`config.mk`:
```
export PLATFORM = sky130hd
export DESIGN_NAME = irq_controller_flat
export DESIGN_NICKNAME = d
export VERILOG_FILES = /design/src/rtl/irq_controller_pkg.sv /design/src/rtl/irq_controller_if.sv /design/src/rtl/irq_controller_prio_enc.sv /design/src/rtl/irq_controller.sv /design/src/flat_wrapper.sv
export SDC_FILE = /design/constraint.sdc
export NUM_CORES = 1
export LEC_CHECK = 0
export CAP_MARGIN = 20
export CORE_MARGIN = 1
export CORE_UTILIZATION = 30
export CTS_CLUSTER_SIZE = 10
export DETAILED_ROUTE_END_ITERATION = 12
export MAX_ROUTING_LAYER = met4
export PLACE_DENSITY = 0.77
export SYNTH_ARGS = -nofsm -noshare
export SYNTH_HDL_FRONTEND = slang
export SYNTH_SLANG_ARGS = --single-unit
```
`constraint.sdc`:
```
create_clock -name sysclk -period 2.8 [get_ports sysclk]
set_input_delay 0.56 -clock sysclk [delete_from_list [all_inputs] [get_ports sysclk]]
set_output_delay 0.56 -clock sysclk [all_outputs]
set_load 0.01 [all_outputs]
```
`src/rtl/irq_controller_pkg.sv`:
```
// Shared definitions for the interrupt controller: register offsets, FSM encodings and source indices.
// Also provides a helper that decodes a register offset into a one-hot select.
package irq_controller_pkg;

  localparam logic [3:0] IRQ_PEND   = 4'h0;
  localparam logic [3:0] IRQ_ENABLE = 4'h4;
  localparam logic [3:0] IRQ_VECTOR = 4'h8;
  localparam logic [3:0] IRQ_EOI    = 4'hC;

  localparam logic [1:0] ST_IDLE    = 2'd0;
  localparam logic [1:0] ST_REQ     = 2'd1;
  localparam logic [1:0] ST_SERVICE = 2'd2;

  localparam int IRQ_TIMER   = 0;
  localparam int IRQ_UART_RX = 1;
  localparam int IRQ_UART_TX = 2;

  typedef struct packed {
    logic pend;
    logic enable;
    logic vector;
    logic eoi;
  } reg_sel_t;

  function automatic reg_sel_t reg_decode(input logic [3:0] off);
    reg_sel_t s;
    s = '0;
    case (off)
      IRQ_PEND:   s.pend   = 1'b1;
      IRQ_ENABLE: s.enable = 1'b1;
      IRQ_VECTOR: s.vector = 1'b1;
      IRQ_EOI:    s.eoi    = 1'b1;
      default:    ;
    endcase
    return s;
  endfunction

endpackage

```
`src/rtl/irq_controller_if.sv`:
```
// Peripheral bus seen by the interrupt controller: MEM-stage strobes, address, write data, read data.
// rdata is combinational from the slave and is zero unless the slave is being read.
interface irq_bus_if;
  logic        rd;
  logic        wr;
  logic [31:0] addr;
  logic [31:0] wdata;
  logic [31:0] rdata;

  modport master (output rd, wr, addr, wdata, input rdata);
  modport slave  (input rd, wr, addr, wdata, output rdata);
endinterface

```
`src/rtl/irq_controller_prio_enc.sv`:
```
// Lowest-index-wins priority encoder over the active request vector; purely combinational.
// No flow control: sel_vld simply reports whether any request is active.
module irq_prio_enc #(
  parameter int N_SRC = 4
) (
  input  logic [N_SRC-1:0] req,
  output logic             sel_vld,
  output logic [2:0]       sel_id
);

  always_comb begin
    sel_vld = |req;
    sel_id  = '0;
    // Walk from the top down so the lowest set index is the last one written.
    for (int i = N_SRC - 1; i >= 0; i--) begin
      if (req[i]) sel_id = 3'(i);
    end
  end

endmodule

```
`src/rtl/irq_controller.sv`:
```
// Edge-detecting, prioritising interrupt controller with a memory-mapped PEND/ENABLE/VECTOR/EOI block.
// Source edge to irqout is two cycles; one request at a time, held off while PC_31 is set.
module irq_controller
  import irq_controller_pkg::*;
#(
  parameter int          N_SRC     = 4,
  parameter logic [31:0] BASE_ADDR = 32'h4000_0030
) (
  input  logic             sysclk,
  input  logic             reset,
  input  logic [N_SRC-1:0] src,
  irq_bus_if.slave         bus,
  input  logic             PC_31,
  output logic             irqout,
  output logic [2:0]       cur_id
);

  logic [N_SRC-1:0] src_q;
  logic [N_SRC-1:0] pending;
  logic [N_SRC-1:0] enable;
  logic [N_SRC-1:0] rise;
  logic [N_SRC-1:0] cur_mask;
  logic [N_SRC-1:0] w1c_mask;
  logic [N_SRC-1:0] ack_mask;
  logic [1:0]       state;
  logic             hit;
  logic             in_service;
  logic             eoi_wr;
  logic             sel_vld;
  logic [2:0]       sel_id;
  reg_sel_t         sel;
  logic             unused_bus;

  assign hit        = (bus.addr[31:4] == BASE_ADDR[31:4]);
  assign sel        = hit ? reg_decode({bus.addr[3:2], 2'b00}) : '0;
  assign rise       = src & ~src_q;
  assign in_service = (state == ST_SERVICE);
  assign eoi_wr     = bus.wr & sel.eoi;
  assign w1c_mask   = (bus.wr & sel.pend) ? bus.wdata[N_SRC-1:0] : '0;
  assign ack_mask   = ((state == ST_REQ) && PC_31) ? cur_mask : '0;
  assign unused_bus = ^{bus.addr[1:0], bus.wdata[31:N_SRC]};

  always_comb begin
    cur_mask = '0;
    for (int i = 0; i < N_SRC; i++) begin
      cur_mask[i] = (cur_id == 3'(i));
    end
  end

  irq_prio_enc #(.N_SRC(N_SRC)) u_prio_enc (
    .req     (pending & enable),
    .sel_vld (sel_vld),
    .sel_id  (sel_id)
  );

  always_ff @(posedge sysclk) begin
    if (reset) begin
      src_q   <= '0;
      pending <= '0;
      enable  <= '0;
      state   <= ST_IDLE;
      irqout  <= 1'b0;
      cur_id  <= '0;
    end else begin
      src_q   <= src;
      // A fresh edge beats both a software clear and the acknowledge clear.
      pending <= (pending & ~w1c_mask & ~ack_mask) | rise;
      if (bus.wr && sel.enable) enable <= bus.wdata[N_SRC-1:0];

      case (state)
        ST_IDLE: begin
          if (sel_vld && !PC_31) begin
            state  <= ST_REQ;
            cur_id <= sel_id;
            irqout <= 1'b1;
          end
        end
        ST_REQ: begin
          if (PC_31) begin
            state  <= ST_SERVICE;
            irqout <= 1'b0;
          end else if (!(|(pending & enable & cur_mask))) begin
            state  <= ST_IDLE;
            irqout <= 1'b0;
          end
        end
        ST_SERVICE: begin
          if (eoi_wr) state <= ST_IDLE;
        end
        default: begin
          state  <= ST_IDLE;
          irqout <= 1'b0;
        end
      endcase
    end
  end

  always_comb begin
    bus.rdata = '0;
    if (bus.rd) begin
      if (sel.pend)   bus.rdata[N_SRC-1:0] = pending;
      if (sel.enable) bus.rdata[N_SRC-1:0] = enable;
      if (sel.vector) bus.rdata = {in_service, 28'b0, cur_id};
    end
  end

endmodule

```
`src/flat_wrapper.sv`:
```
// flat-port wrapper written by rule: the top's interface ports become plain ports
module irq_controller_flat import irq_controller_pkg::*;
#(
  parameter int          N_SRC     = 4,
  parameter logic [31:0] BASE_ADDR = 32'h4000_0030
)
  (sysclk, reset, src, PC_31, irqout, cur_id, bus_rd, bus_wr, bus_addr, bus_wdata, bus_rdata);
  irq_bus_if bus_i ();
  input  logic sysclk;
  input  logic reset;
  input  logic [N_SRC-1:0] src;
  input  logic PC_31;
  output logic irqout;
  output logic [2:0] cur_id;
  input wire logic [$bits(bus_i.rd)-1:0] bus_rd;
  input wire logic [$bits(bus_i.wr)-1:0] bus_wr;
  input wire logic [$bits(bus_i.addr)-1:0] bus_addr;
  input wire logic [$bits(bus_i.wdata)-1:0] bus_wdata;
  output wire logic [$bits(bus_i.rdata)-1:0] bus_rdata;
  assign bus_i.rd = bus_rd;
  assign bus_i.wr = bus_wr;
  assign bus_i.addr = bus_addr;
  assign bus_i.wdata = bus_wdata;
  assign bus_rdata = bus_i.rdata;
  irq_controller #(.N_SRC(N_SRC), .BASE_ADDR(BASE_ADDR)) u_core (.sysclk(sysclk), .reset(reset), .src(src), .bus(bus_i), .PC_31(PC_31), .irqout(irqout), .cur_id(cur_id));
endmodule
```
==> reports/metrics.cfg <==
[run_status]
outcome = completed

[route]
viasPerCell = 4.58
drtAntennaViolNets = 0
first_iter_violations = 17
routed_wl_um = 2960
drc = 0
via_count = 1141
avgRoutedWirePerCell_um = 11.9
dr.pass1.iters = 4

[grt]
grt.overflow.total = 0
grt_start_max_net_pins = 22
antenna_found_initial = 0
first_global_vias = 1060
grt_pass1_wl_um = 4550
grt_usage_pct = 14.0

[finish]
final_nets = 275
fillers = 380
finalCoreUtilization_pct = 47.3
syn2layout_area_growth_pct = 46.2
layout-drive-gt1-share_pct = 17.9
diodes = 0

[floorplan]
fp.dieH_um = 65.8
die_area_sq_um = 4330
initial_utilization_pct = 32.4
ioPinCount = 109
coreArea_sq_um = 3770
num_rows = 22
die_w_um = 65.8

[setup_path]
r2r_end = u_core.irqout$_SDFFE_PP0P_
cp_data_required_time_ps = 2240
endpoint = bus_rdata[31]
worstSetupPathType = primary input to primary output
reg2reg_from = u_core.cur_id[0]$_SDFFE_PP0P_
path_max_fanout = 5
cp-end-kind = primary output
reg2reg_depth = 3
worstPathArrival_ps = 2210
r2r_setup_slack_ps = 1240
start_kind = primary input
cp-startpoint = bus_addr[7]

[synth]
synth_mux_area_share_pct = 8.40
synth_xor_area_share_pct = 0
ys_seq_area_share_pct = 27.9
ys_seq_elements = 17
yosys-top-cells-area = dfxtp_1, buf_4, nand2b_1
synth_cell_types = 34
netlist.area_leader.share_pct = 27.9
synthSimpleGateAreaFrac_pct = 31.0
synth_cells = 140
synth_top_family_by_area = simple AND/OR/NAND/NOR gates
postSynthAreaPerCell_sq_um = 8.72
yosysWarnings = 0
synthesis.area_sq_um = 1220
yosysTopAreaCell = dfxtp_1
synth-adder-area-share_pct = 0
synth_compound_area_share_pct = 13.6

[sta]
max_slew_margin_pct = 56.6
fmax_mhz = 361
rsz0062_at_grt = yes
hold_viol = 0
slew_viol_final = 0
worst_pin_slew_ps = 649
clock_skew_ps = 1.28
setup_viol = 0
hold-worst-slack_ps = 498
fin_crit_sh_pct = 98.9
fin_crit_ps = 2770

[power]
p_sw_share_pct = 25.4
power_density_nw_per_um2 = 309
vdd_drop_max_v = 0.000229
switchingPower_mw = 0.140
comb_power_share_pct = 20.2
pwr-share-clk_pct = 33.6
intPower_mw = 0.411
power_leakage_nw = 0.747
pwr-share-seq_pct = 46.2

[clocking]
cts_tree = built
cts_buffer_depth = 2
h-tree-depth = 1
ctsHoldBuffers = 0
clk_pin_slew_ps = 60
root_buffer = clkbuf_8
cts_inserted_buffers = 3
clock_sinks = 17
clk_latency_ps = 250

[run]
maxCapViolCount = 0

[placement]
dpl.hpwl_um = 2280
port_buffers = 50
gp_congestion = 0.858

[worst_hold_path]
hold_class = register to register
min_path_cells = 2

## synthesized netlist by cell type
cell and n:
nor3_1 4, o31ai_1 1, nor2b_1 5, mux2i_1 8, dfxtp_1 17, nand4_1 2
nor4_2 1, o21ba_2 1, or4_4 1, or4b_4 1, nor2_1 6, nor4b_1 2
clkbuf_1 4, a32o_1 1, buf_4 28, nand2_1 7, a31oi_1 4, o31a_1 1
a21oi_1 4, a21o_1 4, nand3_1 1, nor4_1 5, o21a_1 1, a22o_1 2
nand3b_1 2, nor4_4 1, conb_1 1, inv_1 1, a211oi_1 2, nor4b_2 1
nor4b_4 1, nand2b_1 16, mux4_2 1, o21ai_0 3
## kinds of logic (layout without fill, tap and decap cells)
group / Yosys count / count (layout)
DFF: 17 / 17
other: 1 / 28
muxes: 9 / 9
AOI/OAI and AO/OA: 24 / 24
buffers and inverters: 33 / 67
and+or+nand+nor: 56 / 56
## metrics by stage
stage                     TNS, ps  instances  setup WS (ps)  total power [mW]  instance area (sq um)
after floorplan                 0        167            263             0.337                   1320
after detailed placement    -2840        239           -657             0.378                   1700
after global placement      -2800        239           -646             0.376                   1700
final                           0        249           30.8             0.552                   1790
after CTS                       0        249           1.14             0.552                   1780
after global routing        -18.4        249          -18.4             0.580                   1790
## metal layers
metal | up-vias | track usage (%) | wire [um]
met5 | - | - | 0
met4 | 0 | 3.53 | 11
met3 | 2 | 4.48 | 264
met2 | 48 | 25.3 | 1520
met1 | 526 | 14.7 | 1160
li1 | 565 | - | -
## critical path: stages
cell,delay (ps)
buf_6,90
or4b_4,530
or4_4,600
nor4b_4,260
buf_2,170
## layout by cell type, fill, tap and decap left out, drive strengths merged, types with 5 or more instances in the layout
cell / instances
buf: 19
clkbuf: 6
nor2: 6
mux2i: 8
conb: 28
nand2b: 16
nand2: 7
dfxtp: 17
nor4: 7
clkdlybuf4s50: 18
clkdlybuf4s15: 10
dlygate4sd2: 10
nor2b: 5
## area by class of cell
cell class	instances	area [sq um]	area share, %
Tap cell	48	60.1	3.36
Inverter	1	3.75	0.210
Sequential cell	17	340	19.1
Multi-Input combinational cell	117	788	44.1
Timing Repair Buffer	62	548	30.7
Clock buffer	4	45.0	2.52
## what timing repair did
action | 4_1_cts | 5_1_grt
setup buffers | 6 | 0
endpoints found under the hold margin | 0 | 0
pin swaps | 12 | 6
cloned | 0 | 0
gates resized for setup | 64 | 7
setup endpoints to repair | 5 | 5
## power groups by stage
stage	Sequential [mW]	Clock (mW)	Combinational [mW]
floorplan	0.259	0	0.0786
global placement	0.260	0	0.116
detailed placement	0.260	0	0.118
CTS	0.255	0.186	0.111
global route	0.256	0.201	0.123
finish	0.255	0.185	0.111
## flip-flops by register name, indices dropped and copies added, names as in the netlist
register,cells
u_core.irqout,1
u_core.state,2
u_core.src_q,4
u_core.enable,4
u_core.pending,4
u_core.cur_id,2
## worst min path at each step
| stage | startpoint | endpoint | slack [ps] |
|---|---|---|---|
| finish | u_core.irqout$_SDFFE_PP0P_ | u_core.irqout$_SDFFE_PP0P_ | 500 |
| global route | u_core.enable[0]$_SDFFE_PP0P_ | u_core.enable[0]$_SDFFE_PP0P_ | 530 |
| CTS | u_core.irqout$_SDFFE_PP0P_ | u_core.irqout$_SDFFE_PP0P_ | 510 |
| detailed placement | u_core.irqout$_SDFFE_PP0P_ | u_core.irqout$_SDFFE_PP0P_ | 490 |
| global placement | u_core.irqout$_SDFFE_PP0P_ | u_core.irqout$_SDFFE_PP0P_ | 480 |
| floorplan | u_core.enable[0]$_SDFFE_PP0P_ | u_core.enable[0]$_SDFFE_PP0P_ | 470 |
Note: power is estimated with default switching activity, not from simulation.
